`src/rtl/fp_bus_pkg.sv`:
```
// Shared types and constants for the FP wrapper bus host.
package fp_bus_pkg;

  localparam int unsigned BUS_W = 32;
  localparam logic [BUS_W-1:0] FP_QNAN = 32'h7FC0_0000;

  typedef enum logic [2:0] {
    IDLE,
    SEND_A,
    SEND_B,
    START,
    WAIT,
    READ,
    RESP
  } fp_host_state_t;

endpackage

```
`src/rtl/fp_bus_host.sv`:
```
// Host-side master: serialises an operand pair onto the FP wrapper bus, runs the core,
// and returns the result (or a qNaN on watchdog expiry) over a valid/ready response port.
module fp_bus_host
  import fp_bus_pkg::*;
#(
  parameter int unsigned TIMEOUT = 64,
  parameter int unsigned CNT_W   = 16
) (
  input  logic             clk,
  input  logic             rst,
  input  logic             op_valid,
  output logic             op_ready,
  input  logic [BUS_W-1:0] op_a,
  input  logic [BUS_W-1:0] op_b,
  output logic [BUS_W-1:0] bus_out,
  output logic             ld_a,
  output logic             ld_b,
  output logic             fp_start,
  input  logic             fp_done,
  output logic             rd_en,
  input  logic [BUS_W-1:0] bus_in,
  output logic             res_valid,
  input  logic             res_ready,
  output logic [BUS_W-1:0] res_data,
  output logic             res_err,
  output logic [CNT_W-1:0] txn_cnt
);

  localparam int unsigned WD_W = 16;

  fp_host_state_t   state_q, state_d;
  logic [BUS_W-1:0] a_hold_q, a_hold_d;
  logic [BUS_W-1:0] b_hold_q, b_hold_d;
  logic [WD_W-1:0]  wd_q, wd_d;
  logic [BUS_W-1:0] res_data_q, res_data_d;
  logic             res_err_q, res_err_d;
  logic [CNT_W-1:0] txn_cnt_q, txn_cnt_d;

  // State and datapath registers; reset wins over any transaction in flight.
  always_ff @(posedge clk) begin
    if (rst) begin
      state_q    <= IDLE;
      a_hold_q   <= '0;
      b_hold_q   <= '0;
      wd_q       <= '0;
      res_data_q <= '0;
      res_err_q  <= 1'b0;
      txn_cnt_q  <= '0;
    end else begin
      state_q    <= state_d;
      a_hold_q   <= a_hold_d;
      b_hold_q   <= b_hold_d;
      wd_q       <= wd_d;
      res_data_q <= res_data_d;
      res_err_q  <= res_err_d;
      txn_cnt_q  <= txn_cnt_d;
    end
  end

  // Next-state, watchdog and result capture.
  always_comb begin
    state_d    = state_q;
    a_hold_d   = a_hold_q;
    b_hold_d   = b_hold_q;
    wd_d       = wd_q;
    res_data_d = res_data_q;
    res_err_d  = res_err_q;
    txn_cnt_d  = txn_cnt_q;
    unique case (state_q)
      IDLE: begin
        if (op_valid) begin
          a_hold_d = op_a;
          b_hold_d = op_b;
          state_d  = SEND_A;
        end
      end
      SEND_A: state_d = SEND_B;
      SEND_B: state_d = START;
      START: begin
        wd_d    = '0;
        state_d = fp_done ? READ : WAIT;
      end
      WAIT: begin
        wd_d = wd_q + WD_W'(1);
        // A done arriving on the last watchdog cycle still takes the normal read path.
        if (fp_done) begin
          state_d = READ;
        end else if (wd_q == WD_W'(TIMEOUT - 1)) begin
          res_data_d = FP_QNAN;
          res_err_d  = 1'b1;
          state_d    = RESP;
        end
      end
      READ: begin
        res_data_d = bus_in;
        res_err_d  = 1'b0;
        state_d    = RESP;
      end
      RESP: begin
        if (res_ready) begin
          txn_cnt_d = txn_cnt_q + CNT_W'(1);
          state_d   = IDLE;
        end
      end
      default: state_d = IDLE;
    endcase
  end

  // Control outputs decoded from the registered state.
  always_comb begin
    op_ready  = 1'b0;
    bus_out   = '0;
    ld_a      = 1'b0;
    ld_b      = 1'b0;
    fp_start  = 1'b0;
    rd_en     = 1'b0;
    res_valid = 1'b0;
    unique case (state_q)
      IDLE:   op_ready = 1'b1;
      SEND_A: begin
        bus_out = a_hold_q;
        ld_a    = 1'b1;
      end
      SEND_B: begin
        bus_out = b_hold_q;
        ld_b    = 1'b1;
      end
      START:  fp_start  = 1'b1;
      READ:   rd_en     = 1'b1;
      RESP:   res_valid = 1'b1;
      default: ;
    endcase
  end

  assign res_data = res_data_q;
  assign res_err  = res_err_q;
  assign txn_cnt  = txn_cnt_q;

endmodule

```
`config.mk`:
```
export PLATFORM = sky130hd
export DESIGN_NAME = fp_bus_host
export DESIGN_NICKNAME = d
export VERILOG_FILES = /design/src/rtl/fp_bus_pkg.sv /design/src/rtl/fp_bus_host.sv
export SDC_FILE = /design/constraint.sdc
export NUM_CORES = 1
export LEC_CHECK = 0
export BUFFER_PORTS_ARGS = -buffer_cell sky130_fd_sc_hd__buf_2
export CORE_MARGIN = 10
export CORE_UTILIZATION = 54
export CTS_CLUSTER_DIAMETER = 40
export DETAILED_ROUTE_END_ITERATION = 12
export GPL_TIMING_DRIVEN = 0
export PLACE_DENSITY = 0.83
export RECOVER_POWER = 50
export SLEW_MARGIN = 10
export SYNTH_ARGS = -nofsm -noshare
export SYNTH_HDL_FRONTEND = slang
export SYNTH_SLANG_ARGS = --single-unit
export TNS_END_PERCENT = 100
```
`constraint.sdc`:
```
create_clock -name clk -period 2.85 [get_ports clk]
set_input_delay 0.285 -clock clk [delete_from_list [all_inputs] [get_ports clk]]
set_output_delay 0.285 -clock clk [all_outputs]
set_load 0.05 [all_outputs]
```
# == Word-level counts from Yosys, hierarchy flattened ==
# Cells that the tools add are included.
# classes
add_sub_neg,2
n_reduce_logical,7
multipliers,0
div,0
eq_ne,12
n_bitwise,0
shift,0
muxes,20
n_lt_le_gt_ge,0
# op_table
cell,count
$pmux 32 s2,2
$mux 32,2
$add 16x1->16 const B,2
$pmux 16 s2,1
$pmux 3 s7,1
$eq 16x6->1 const B,1
$mux 3,4
$eq 3x3->1 const B,3
$mux 1,9
$ne 2x2->1 const B,4
$eq 3x2->1 const B,2
$reduce_and 3->1,2
$reduce_and 2->1,2
$reduce_bool 2->1,2
$eq 3x1->1 const B,1
$logic_not 3->1,1
$ne 3x3->1 const B,1
$pmux 1 s2,1
# totals
mem_bits_ro,0
reg_bits,132
latch_bits,0
word_cells,48
mem_count,0
ramBits,0

# == Longest topological paths before layout ==
# depth
ltp_word,4
ltp_mapped,7
ltp_nobuf,5

# == Worst setup path before layout ==
# OpenSTA, ideal clock, no wires.
# synth_timing
path_type,register to register
start,register state_q[2]
end,register b_hold_q[24]
n_path_buf,2
path_stages_with_launch,7
arrival_ps,2539
t_required_ps,2713
path_slack_ps,174
cell_sequence,dfxtp_1 clkbuf_1 nor3_1 nand2_1 clkbuf_1 nand2_1 a21oi_1
# synth_between
elab_chain_len,2
# synth_lines
element,line_no,rtl
from (decl),fp_bus_host.sv:31,"fp_host_state_t state_q, state_d;"
from (signal assigned),fp_bus_host.sv:50,state_q <= state_d;
$logic_not 3->1,fp_bus_host.sv:69,unique case (state_q)
$reduce_and 2->1 (no source line),-,
to (signal assigned),fp_bus_host.sv:52,b_hold_q <= b_hold_d;
to (decl),fp_bus_host.sv:33,"logic [BUS_W-1:0] b_hold_q, b_hold_d;"
# Every way passes these cells.
# A chain may end at the register's enable or synchronous reset.

# == Worst setup path in the final report ==
# layout_timing
start,register state_q[0]
end,output port bus_out[0]
# layout_between
elab_chain_len,2
# layout_lines
element,line_no,rtl
$eq 3x2->1 / $eq 3x1->1 (equally long branches),fp_bus_host.sv:118,unique case (state_q)
$pmux 32 s2 (*),fp_bus_host.sv:118,
to (decl),fp_bus_host.sv:15,"output logic [BUS_W-1:0] bus_out,"
# Every way passes the cells marked *; elsewhere a longest branch is shown, timed or not.

==> metrics.cfg <==
[logic_synthesis]
synth_fp_nets = 788
ys_seq_area_frac = 0.472
synth_top_cell_area_share = 0.472
post_synth_design_cell_area_um2 = 5600
postSynthRegisterBits = 132
synthTopCellsByCount = 170 x nand2_1, 132 x dfxtp_1, 111 x a21oi_1
avgSynthCellArea_um2 = 8.18
yosys_most_used_dff = dfxtp_1
synthDominantAreaCellType = dfxtp_1
synth_instances = 685
synthMostInstantiatedCell = nand2_1
edff_count_synth = 0
synth_area_leaders = dfxtp_1 47%, nand2_1 11%, a21oi_1 9.9%
ys_types = 52
synthArstFlopShare = 0
yosys_warnings = 0

[clocking]
cts-root-buf = clkbuf_8
insertion_delay_ns = 0.51
htree_num_levels = 4
cts_tree = built
clock_sink_count = 132
clock_tree.buffer_depth = 2
cts.repair_timing.setup_buffer_count = 0
clkTransAtPathRegs_ns = 0.06
number_of_buffers_created_by_cts = 17

[sta]
clock-skew-final_ns = 0.00753
maxClockFrequency_mhz = 362
fin_crit_ns = 2.76
rsz_0062_raised_after_global_routing = true
timing.hold.ws_ns = 0.0141
setup_viol = 0
worstMarginPinSlew_ns = 0.654
timing.max_slew.rel_slack = 0.561
hold_violations_final = 0
totalNegativeSetupSlack_ns = 0
layout_worst_path_cycle_share = 0.969
number_of_max_slew_violations_in_the_final_report = 0

[global_route]
gr-total-overflow = 0
grt_start_max_net_pins = 17
grt_antenna_before_repair = 0
grt.total_usage = 0.233
grt_pass1_wl_um = 28400
vias_in_the_first_global_route = 5808

[detailed_routing]
drc = 0
detail_route.first_pass.iterations = 5
via_count = 5926
viasPerCell = 5.69
routed_wl_um = 18200
drtAntennaViolNets = 0
avgRoutedWirePerCell_um = 17.5
drtIter0Drc = 484

[run_status]
status = finished clean

[floorplan]
dieArea_um2 = 14800
io-pin-count = 188
core.rowCount = 37
die_height_um = 122
initial_utilization = 0.547
core_area_um2 = 10200
fp.dieW_um = 122

[power]
power.leakage_nw = 2.83
powerDensity_nw_per_um2 = 913
vdd_drop_max_v = 0.000543

[placement]
detailed_place_hpwl_um = 13600
placer_congestion = 0.938
placement.io_buffers = 186
dpl.cell_count = 1007

[setup_path]
endpoint_kind = output pin
worstSetupPathType = reg -> out
cp-endpoint = bus_out[0]
timing.critical_path.arrival_ns = 2.48
worst_setup_path_startpoint = state_q[0]
worstPathMaxFanout = 10
r2r_slack_ns = 0.54
cp.required_ns = 2.57
start_kind = flip-flop
reg2reg_from = wd_q[0]
r2r_end = res_data[28]
ff2ff_path_depth = 6

[layout]
layout.nets = 996
fillerInstances = 854
final_layout_size_suffix_gt1_frac = 0.217
regArea_um2 = 2640
multi_input_area_um2 = 2700
synthesis_to_layout_area_growth_pct = 28.4
antenna-diode-count = 0
final_cell_count_no_fill = 1042

[hold_path]
hold_path.class = in -> reg

[run]
maxCapViolations = 0

## power by group
part           switching [mW]  leakage [nW]  total (mW)  internal [mW]
sequential              0.171          1.07        2.30           2.13
combinational            1.69          1.52        2.33          0.639
clock                   0.836         0.239        1.93           1.10
total                    2.70          2.83        6.56           3.87
## per-layer routing
layer	GRT usage	vias to the layer above	routed length, um	part of all wire
li1	-	2833	-	-
met1	0.276	2756	7470	0.41
met2	0.387	303	8680	0.48
met3	0.0671	34	1670	0.092
met4	0.0999	0	429	0.024
met5	0	-	0	0
## worst min-delay path by stage
| stage | from | to | slack [ns] | depth (start not counted) |
|---|---|---|---|---|
| after CTS | op_a[11] | a_hold_q[11] | 0.001 | 3 |
| after global placement | b_hold_q[10] | b_hold_q[10] | 0.44 | 2 |
| after floorplan | op_a[0] | a_hold_q[0] | 0.42 | 2 |
| final | op_b[6] | b_hold_q[6] | 0.01 | 3 |
| after global routing | bus_in[16] | res_data[16] | 0.007 | 3 |
| after detailed placement | a_hold_q[23] | a_hold_q[23] | 0.45 | 2 |
## per-stage QoR
| step | area [um^2] | utilization | power (mW) | setup WS (ns) |
|---|---|---|---|---|
| finish | 7190 | 0.703 | 6.56 | 0.0891 |
| global route | 7190 | 0.703 | 6.91 | -0.00551 |
| CTS | 7270 | 0.711 | 6.54 | 0.0284 |
| detailed placement | 6700 | 0.655 | 4.61 | 0.199 |
| global placement | 6700 | 0.655 | 4.54 | 0.287 |
| floorplan | 5600 | - | 3.99 | 0.174 |
## kinds of logic (layout without fill, tap and decap cells)
family,count (synthesis),after routing,share of synthesized area
flip-flops,132,132,0.472
multiplexers,2,2,0.00402
AND/OR/NAND/NOR,278,278,0.224
XOR/XNOR,9,9,0.0141
adder cells (fa/ha/maj),2,2,0.00447
buffers and inverters,60,281,0.0440
AO/OA/AOI/OAI,202,202,0.237
## cells in the final DEF, fill, tap and decap left out, drive strengths merged, types with 8 or more instances in the layout
cell and instances:
nand3 13, buf 152, a211oi 11, nand2 170, dfxtp 132, a22o 32
inv 11, a21oi 111, o211ai 25, nor2 39, clkbuf 105, or3 8
## worst max-delay path, stage by stage, from the launching register on
cell	delay [ns]
dfxtp_1	0.30
buf_2	0.19
buf_2	0.25
nor3b_4	0.37
clkbuf_2	0.33
a22o_1	0.25
buf_2	0.29
## cell type report
type | count | share of cell area
flip-flops and latches | 132 | 0.367
inverters | 8 | 0.00418
well taps | 136 | 0.0237
clock inverters | 13 | 0.0141
repair buffers | 189 | 0.125
clock buffers | 19 | 0.0600
multi-input cells | 493 | 0.375
plain buffers | 52 | 0.0303
## flip-flops by register name (all words and copies together), names as in the netlist
name / count
res_err: 1
txn_cnt: 16
b_hold_q: 32
res_data: 32
a_hold_q: 32
wd_q: 16
state_q: 3
## repair_timing
item | in CTS | in global routing
setup endpoints to repair | 29 | 27
hold buffers | 2 | 1
resized for setup | 6 | 5
hold endpoints to repair | 2 | 1
(Power assumes the default switching activity.)
